===== src/rtl/uart_pkg.sv =====
// UART shared definitions.
// Transmit FSM states and default frame width.
package uart_pkg;

  localparam int UART_WIDTH = 64;

  typedef enum logic [2:0] {
    IDLE,
    START,
    DATA,
    STOP,
    GAP
  } uart_state_e;

endpackage


===== src/rtl/tx_word_fifo.sv =====
// Single-clock word FIFO for the UART transmitter.
// Pointers wrap naturally; depth must be a power of two.
module tx_word_fifo #(
  parameter int W = 63,
  parameter int DEPTH = 4,
  localparam int AW = $clog2(DEPTH),
  localparam int CW = AW + 1
) (
  input  logic          clk,
  input  logic          reset,
  input  logic          push,
  input  logic          pop,
  input  logic [W-1:0]  wdata,
  output logic [W-1:0]  rdata,
  output logic          full,
  output logic          empty,
  output logic [CW-1:0] count
);

  logic [W-1:0]  mem [DEPTH];
  logic [AW-1:0] wr_ptr;
  logic [AW-1:0] rd_ptr;
  logic          push_ok;
  logic          pop_ok;

  assign full    = count == CW'(DEPTH);
  assign empty   = count == '0;
  assign push_ok = push & ~full;
  assign pop_ok  = pop & ~empty;
  assign rdata   = mem[rd_ptr];

  always_ff @(posedge clk) begin
    if (push_ok) mem[wr_ptr] <= wdata;
  end

  always_ff @(posedge clk or posedge reset) begin
    if (reset) begin
      wr_ptr <= '0;
      rd_ptr <= '0;
      count  <= '0;
    end else begin
      if (push_ok) wr_ptr <= wr_ptr + 1'b1;
      if (pop_ok)  rd_ptr <= rd_ptr + 1'b1;
      unique case ({push_ok, pop_ok})
        2'b10:   count <= count + 1'b1;
        2'b01:   count <= count - 1'b1;
        default: count <= count;
      endcase
    end
  end

endmodule


===== src/rtl/uart_tx_fpga.sv =====
// UART transmitter: buffered words, odd parity, one bit per clk_tx.
// Frame: start, WIDTH bits LSB-first (parity last), stop, idle gap.
module uart_tx_fpga
  import uart_pkg::*;
#(
  parameter int WIDTH      = UART_WIDTH,
  parameter int FIFO_DEPTH = 4,
  parameter int IDLE_BITS  = 2
) (
  input  logic                        clk_tx,
  input  logic                        reset,
  input  logic [WIDTH-2:0]            tx_data,
  input  logic                        tx_valid,
  output logic                        tx_ready,
  output logic                        tx_out,
  output logic                        tx_busy,
  output logic [$clog2(FIFO_DEPTH):0] fifo_count
);

  localparam int BW = $clog2(WIDTH + 1);
  localparam int GW = $clog2(IDLE_BITS + 1);
  localparam logic [BW-1:0] BLAST = BW'(WIDTH);
  localparam logic [GW-1:0] GLAST = GW'(IDLE_BITS);

  uart_state_e      state_q;
  uart_state_e      state_d;
  logic [WIDTH-1:0] sh_q;
  logic [WIDTH-1:0] sh_d;
  logic [BW-1:0]    bit_q;
  logic [BW-1:0]    bit_d;
  logic [GW-1:0]    gap_q;
  logic [GW-1:0]    gap_d;
  logic             out_d;
  logic             rdy_en;
  logic             push;
  logic             pop;
  logic             full;
  logic             empty;
  logic             gap_done;
  logic [WIDTH-2:0] head;

  assign tx_ready = rdy_en & ~full;
  assign push     = tx_valid & tx_ready;
  assign tx_busy  = state_q != IDLE;
  assign gap_done = gap_q == GLAST;

  tx_word_fifo #(
    .W     (WIDTH - 1),
    .DEPTH (FIFO_DEPTH)
  ) u_fifo (
    .clk   (clk_tx),
    .reset (reset),
    .push  (push),
    .pop   (pop),
    .wdata (tx_data),
    .rdata (head),
    .full  (full),
    .empty (empty),
    .count (fifo_count)
  );

  // Ready stays low until the first edge after reset release.
  always_ff @(posedge clk_tx or posedge reset) begin
    if (reset) rdy_en <= 1'b0;
    else       rdy_en <= 1'b1;
  end

  always_ff @(posedge clk_tx or posedge reset) begin
    if (reset) begin
      state_q <= IDLE;
      sh_q    <= '0;
      bit_q   <= '0;
      gap_q   <= '0;
      tx_out  <= 1'b1;
    end else begin
      state_q <= state_d;
      sh_q    <= sh_d;
      bit_q   <= bit_d;
      gap_q   <= gap_d;
      tx_out  <= out_d;
    end
  end

  always_comb begin
    state_d = state_q;
    sh_d    = sh_q;
    bit_d   = bit_q;
    gap_d   = gap_q;
    out_d   = tx_out;
    pop     = 1'b0;
    unique case (state_q)
      IDLE: begin
        if (!empty) begin
          state_d = START;
          pop     = 1'b1;
          sh_d    = {~^head, head};
          out_d   = 1'b0;
        end
      end
      START: begin
        state_d = DATA;
        out_d   = sh_q[0];
        sh_d    = sh_q >> 1;
        bit_d   = BW'(1);
      end
      DATA: begin
        if (bit_q == BLAST) begin
          state_d = STOP;
          out_d   = 1'b1;
        end else begin
          out_d = sh_q[0];
          sh_d  = sh_q >> 1;
          bit_d = bit_q + 1'b1;
        end
      end
      STOP: begin
        state_d = GAP;
        out_d   = 1'b1;
        gap_d   = GW'(1);
      end
      GAP: begin
        // Waiting words launch straight from the gap end.
        if (gap_done && !empty) begin
          state_d = START;
          pop     = 1'b1;
          sh_d    = {~^head, head};
          out_d   = 1'b0;
        end else if (gap_done) begin
          state_d = IDLE;
        end else begin
          gap_d = gap_q + 1'b1;
        end
      end
      default: state_d = IDLE;
    endcase
  end

endmodule


===== config.mk =====
export PLATFORM = sky130hd
export DESIGN_NAME = uart_tx_fpga
export DESIGN_NICKNAME = d
export VERILOG_FILES = /design/src/rtl/uart_pkg.sv /design/src/rtl/tx_word_fifo.sv /design/src/rtl/uart_tx_fpga.sv
export SDC_FILE = /design/constraint.sdc
export NUM_CORES = 1
export LEC_CHECK = 0
export ABC_AREA = 1
export BUFFER_PORTS_ARGS = -buffer_cell sky130_fd_sc_hd__buf_2
export CORE_MARGIN = 2
export CORE_UTILIZATION = 56
export CTS_CLUSTER_SIZE = 8
export DETAILED_ROUTE_END_ITERATION = 8
export PLACE_DENSITY = 0.69
export SYNTH_ARGS = -nofsm -noshare
export SYNTH_HDL_FRONTEND = slang
export SYNTH_HIERARCHICAL = 1
export SYNTH_SLANG_ARGS = --single-unit

===== constraint.sdc =====
create_clock -name clk_tx -period 8.25 [get_ports clk_tx]
set_input_delay 0 -clock clk_tx [delete_from_list [all_inputs] [get_ports clk_tx]]
set_output_delay 0 -clock clk_tx [all_outputs]
set_load 0.05 [all_outputs]

==> impl_metrics.toml <==
[critical_path]
crit_path_end_kind = "register"
critPathLaunchType = "register"
critPathArrivalTime_ns = 4.06
worstPathRequired_ns = 8.67
rrSetupSlack_ns = 4.61
path_max_fanout = 41
path_class = "register to register"

[pwr]
pwr-share-seq = 0.284
ir_drop_v = 0.000233
powerDensity_mw_per_mm2 = 434
power.switching_uw = 3560
power_leakage_uw = 0.00837
clkPwrFrac = 0.219
comb_power_share = 0.497
p_int_uw = 4750
p_sw_frac = 0.428

[routing]
wire_per_inst_um = 14.7
avgViaCountPerCell = 5.06
first_pass_iters = 4
ant_nets = 0
drt-total-wl_um = 30800
drtIter0Drc = 578
drc = 0
vias = 10600

[logic_synthesis]
synth_area_mm2 = 0.0166
yosysWarnings = 6
postSynthCellCount = 1531
mappedNetlistNets = 1607
synthFlopType = "edfxtp_1"
synth_edf_count = 252
ys_types = 43
syn_avg_cell_area_um2 = 10.9
async_flop_share = 0.252
ys_ff_latch = 337
yosysSeqAreaShare = 0.583

[timing]
max_freq_ghz = 0.274
slew_headroom = 0.256
layout_setup_ws_ns = 4.61
min_period_ns = 3.64
slew_violations = 0
rsz0062_at_grt = "false"
hold-worst-slack_ns = 0.209
final_hold_viol_count = 0
skew_ns = 0.0168
tns_ns = 0
worstMarginPinSlew_ns = 1.12
setup_violations = 0
finalCritPeriodShare = 0.442

[placement]
dp_hpwl_um = 17700
pre_cts_slack_ns = 4.60
place_area_mm2 = 0.0171
port_buffers = 71
place_congestion = 0.775

[cts]
clk_pin_slew_worst_paths_ns = 0.05
clockRootBuffer = "clkbuf_16"
clk_path_buf_depth = 3
clock_latency_ns = 0.54
cts.repair.resized = 0
htreeDepth = 2
cts_tree = "yes"
cts_buffers = 48
clkSinkCount = 337

[floorplanning]
rows = 63
die_h_um = 176
coreArea_mm2 = 0.0294
die_w_um = 176
die_area_mm2 = 0.0311
io_pins = 72
start_util = 0.565

[layout]
drive_gt1_frac = 0.213
final_util = 0.651
nets = 1739
diodes = 0
area_growth_pct = 15.1
final_area_mm2 = 0.0191

[grt]
antenna_found_initial = 0
grt_first_pass_wirelength_um = 51800
grt_pass1_vias = 10400
grt_max_degree = 122
grt-ovfl-total = 0
grtUsageTotal = 0.207

[flow_run]
maxCapViolations = 0

[status]
status = "complete, no violations"

[hold_path]
hp-class = "input pin to register"
power groups by stage:
stage / registers, µW / clock network [µW] / logic (µW)
after floorplan: 2360 / 0 / 3590
after global placement: 2380 / 0 / 4020
after detailed placement: 2390 / 0 / 4130
after CTS: 2360 / 1860 / 4180
after global routing: 2390 / 1940 / 4730
final: 2360 / 1820 / 4130
area by class of cell:
type | count | area, µm²
tap | 390 | 488
sequential | 337 | 9700
clock buffer | 86 | 1370
inverter | 269 | 1020
fill | 2303 | 10300
multi-input combinational | 859 | 5410
clock inverter | 2 | 50.0
timing repair buffer | 148 | 1100
state kept, by name, indices dropped and copies added, names as in the netlist:
signal and flops:
gap_q 2, sh_q 64, u_fifo/wr_ptr 2, u_fifo/rd_ptr 2
u_fifo/mem 252, bit_q 7, tx_out 1, u_fifo/count 3
state_q 3, rdy_en 1
synth_stat cells, types with 2 or more instances:
| master | count | share of area |
|---|---|---|
| xnor2_1 | 21 | 0.011 |
| inv_4 | 3 | 0.0011 |
| nand4_1 | 2 | 0.00075 |
| nand3_1 | 18 | 0.0054 |
| clkbuf_1 | 9 | 0.0020 |
| nor2_1 | 26 | 0.0059 |
| nand2_2 | 2 | 0.00075 |
| buf_12 | 4 | 0.0048 |
| buf_6 | 20 | 0.014 |
| nand2_1 | 477 | 0.11 |
| xor2_1 | 14 | 0.0074 |
| o21ai_2 | 40 | 0.021 |
| nor3_1 | 5 | 0.0015 |
| dfrtp_1 | 84 | 0.13 |
| buf_2 | 27 | 0.0081 |
| inv_1 | 257 | 0.058 |
| a31oi_1 | 2 | 0.00075 |
| o211ai_2 | 156 | 0.12 |
| buf_4 | 5 | 0.0023 |
| edfxtp_1 | 252 | 0.46 |
| inv_2 | 9 | 0.0020 |
| o211ai_1 | 33 | 0.015 |
| o21ai_0 | 5 | 0.0015 |
| a21oi_1 | 3 | 0.00090 |
| nor2_2 | 5 | 0.0019 |
| o21ai_1 | 25 | 0.0075 |
| ha_1 | 9 | 0.0068 |
| nor3b_1 | 3 | 0.0014 |
timing repair:
item / CTS / global route
endpoints found under the hold margin: 338 / 0
buffers inserted: 0 / 0
hold buffers: 66 / 0
setup endpoints to repair: 0 / 0
metal layers:
layer,part of all wire,GRT usage,up-vias
met5,0,0,-
met4,0.018,0.0548,0
met3,0.027,0.0256,48
met2,0.50,0.358,121
met1,0.46,0.279,5052
li1,-,-,5365
worst max-delay path, cell delays in order (launching register included):
cell	delay (ns)
dfrtp_4	0.82
clkinv_2	0.65
buf_4	0.58
o211ai_2	0.17
nand2_1	0.16
xnor2_1	0.23
nand2_1	0.08
nand2_1	0.10
nand2_1	0.06
nand2_1	0.13
nand2_1	0.07
nand2_1	0.09
nand2_1	0.05
nand2_1	0.09
nand2_1	0.06
nand3_1	0.07
nand2_1	0.05
final timing paths:
path	start	to	cells past startpoint
worst max-delay path	u_fifo/rd_ptr[1]$_DFFE_PP0P_	sh_q[63]$_DFFE_PP0P_	16
worst min-delay path	tx_data[23]	u_fifo/mem[3][23]$_DFFE_PP_	2
worst max register to register	u_fifo/rd_ptr[1]$_DFFE_PP0P_	sh_q[63]$_DFFE_PP0P_	16
worst min register to register	bit_q[6]$_DFFE_PP0P_	bit_q[6]$_DFFE_PP0P_	1
max in group asynchronous	reset	sh_q[0]$_DFFE_PP0P_	4
min in group asynchronous	reset	sh_q[46]$_DFFE_PP0P_	4
metrics by stage:
| step | std cells | total power, µW |
|---|---|---|
| after floorplan | 1531 | 5960 |
| after global placement | 1937 | 6400 |
| after detailed placement | 1937 | 6520 |
| after CTS | 2091 | 8400 |
| after global routing | 2091 | 9060 |
| final | 2091 | 8310 |
cells by family (layout without fill, tap and decap cells):
logic type	Yosys count	count (layout)	share of synthesized area
simple gates	543	543	0.129
flops	337	337	0.583
buf+inv	335	505	0.0929
compound gates	269	269	0.167
xor+xnor	35	35	0.0184
fa+ha+maj	11	11	0.00866
other cells	1	1	0.000226
layout by cell type (no fill, tap or decap), types with 25 or more instances in the layout:
| master | synthesis | routed |
|---|---|---|
| nand2_1 | 477 | 477 |
| inv_1 | 257 | 256 |
| dfrtp_1 | 84 | 83 |
| buf_2 | 27 | 71 |
| edfxtp_1 | 252 | 252 |
| o211ai_2 | 156 | 156 |
| o211ai_1 | 33 | 33 |
| clkbuf_1 | 9 | 37 |
| clkbuf_16 | 0 | 49 |
| o21ai_1 | 25 | 25 |
| dlygate4sd3_1 | 0 | 66 |
| o21ai_2 | 40 | 40 |
Note: power is estimated with default switching activity, not from simulation.
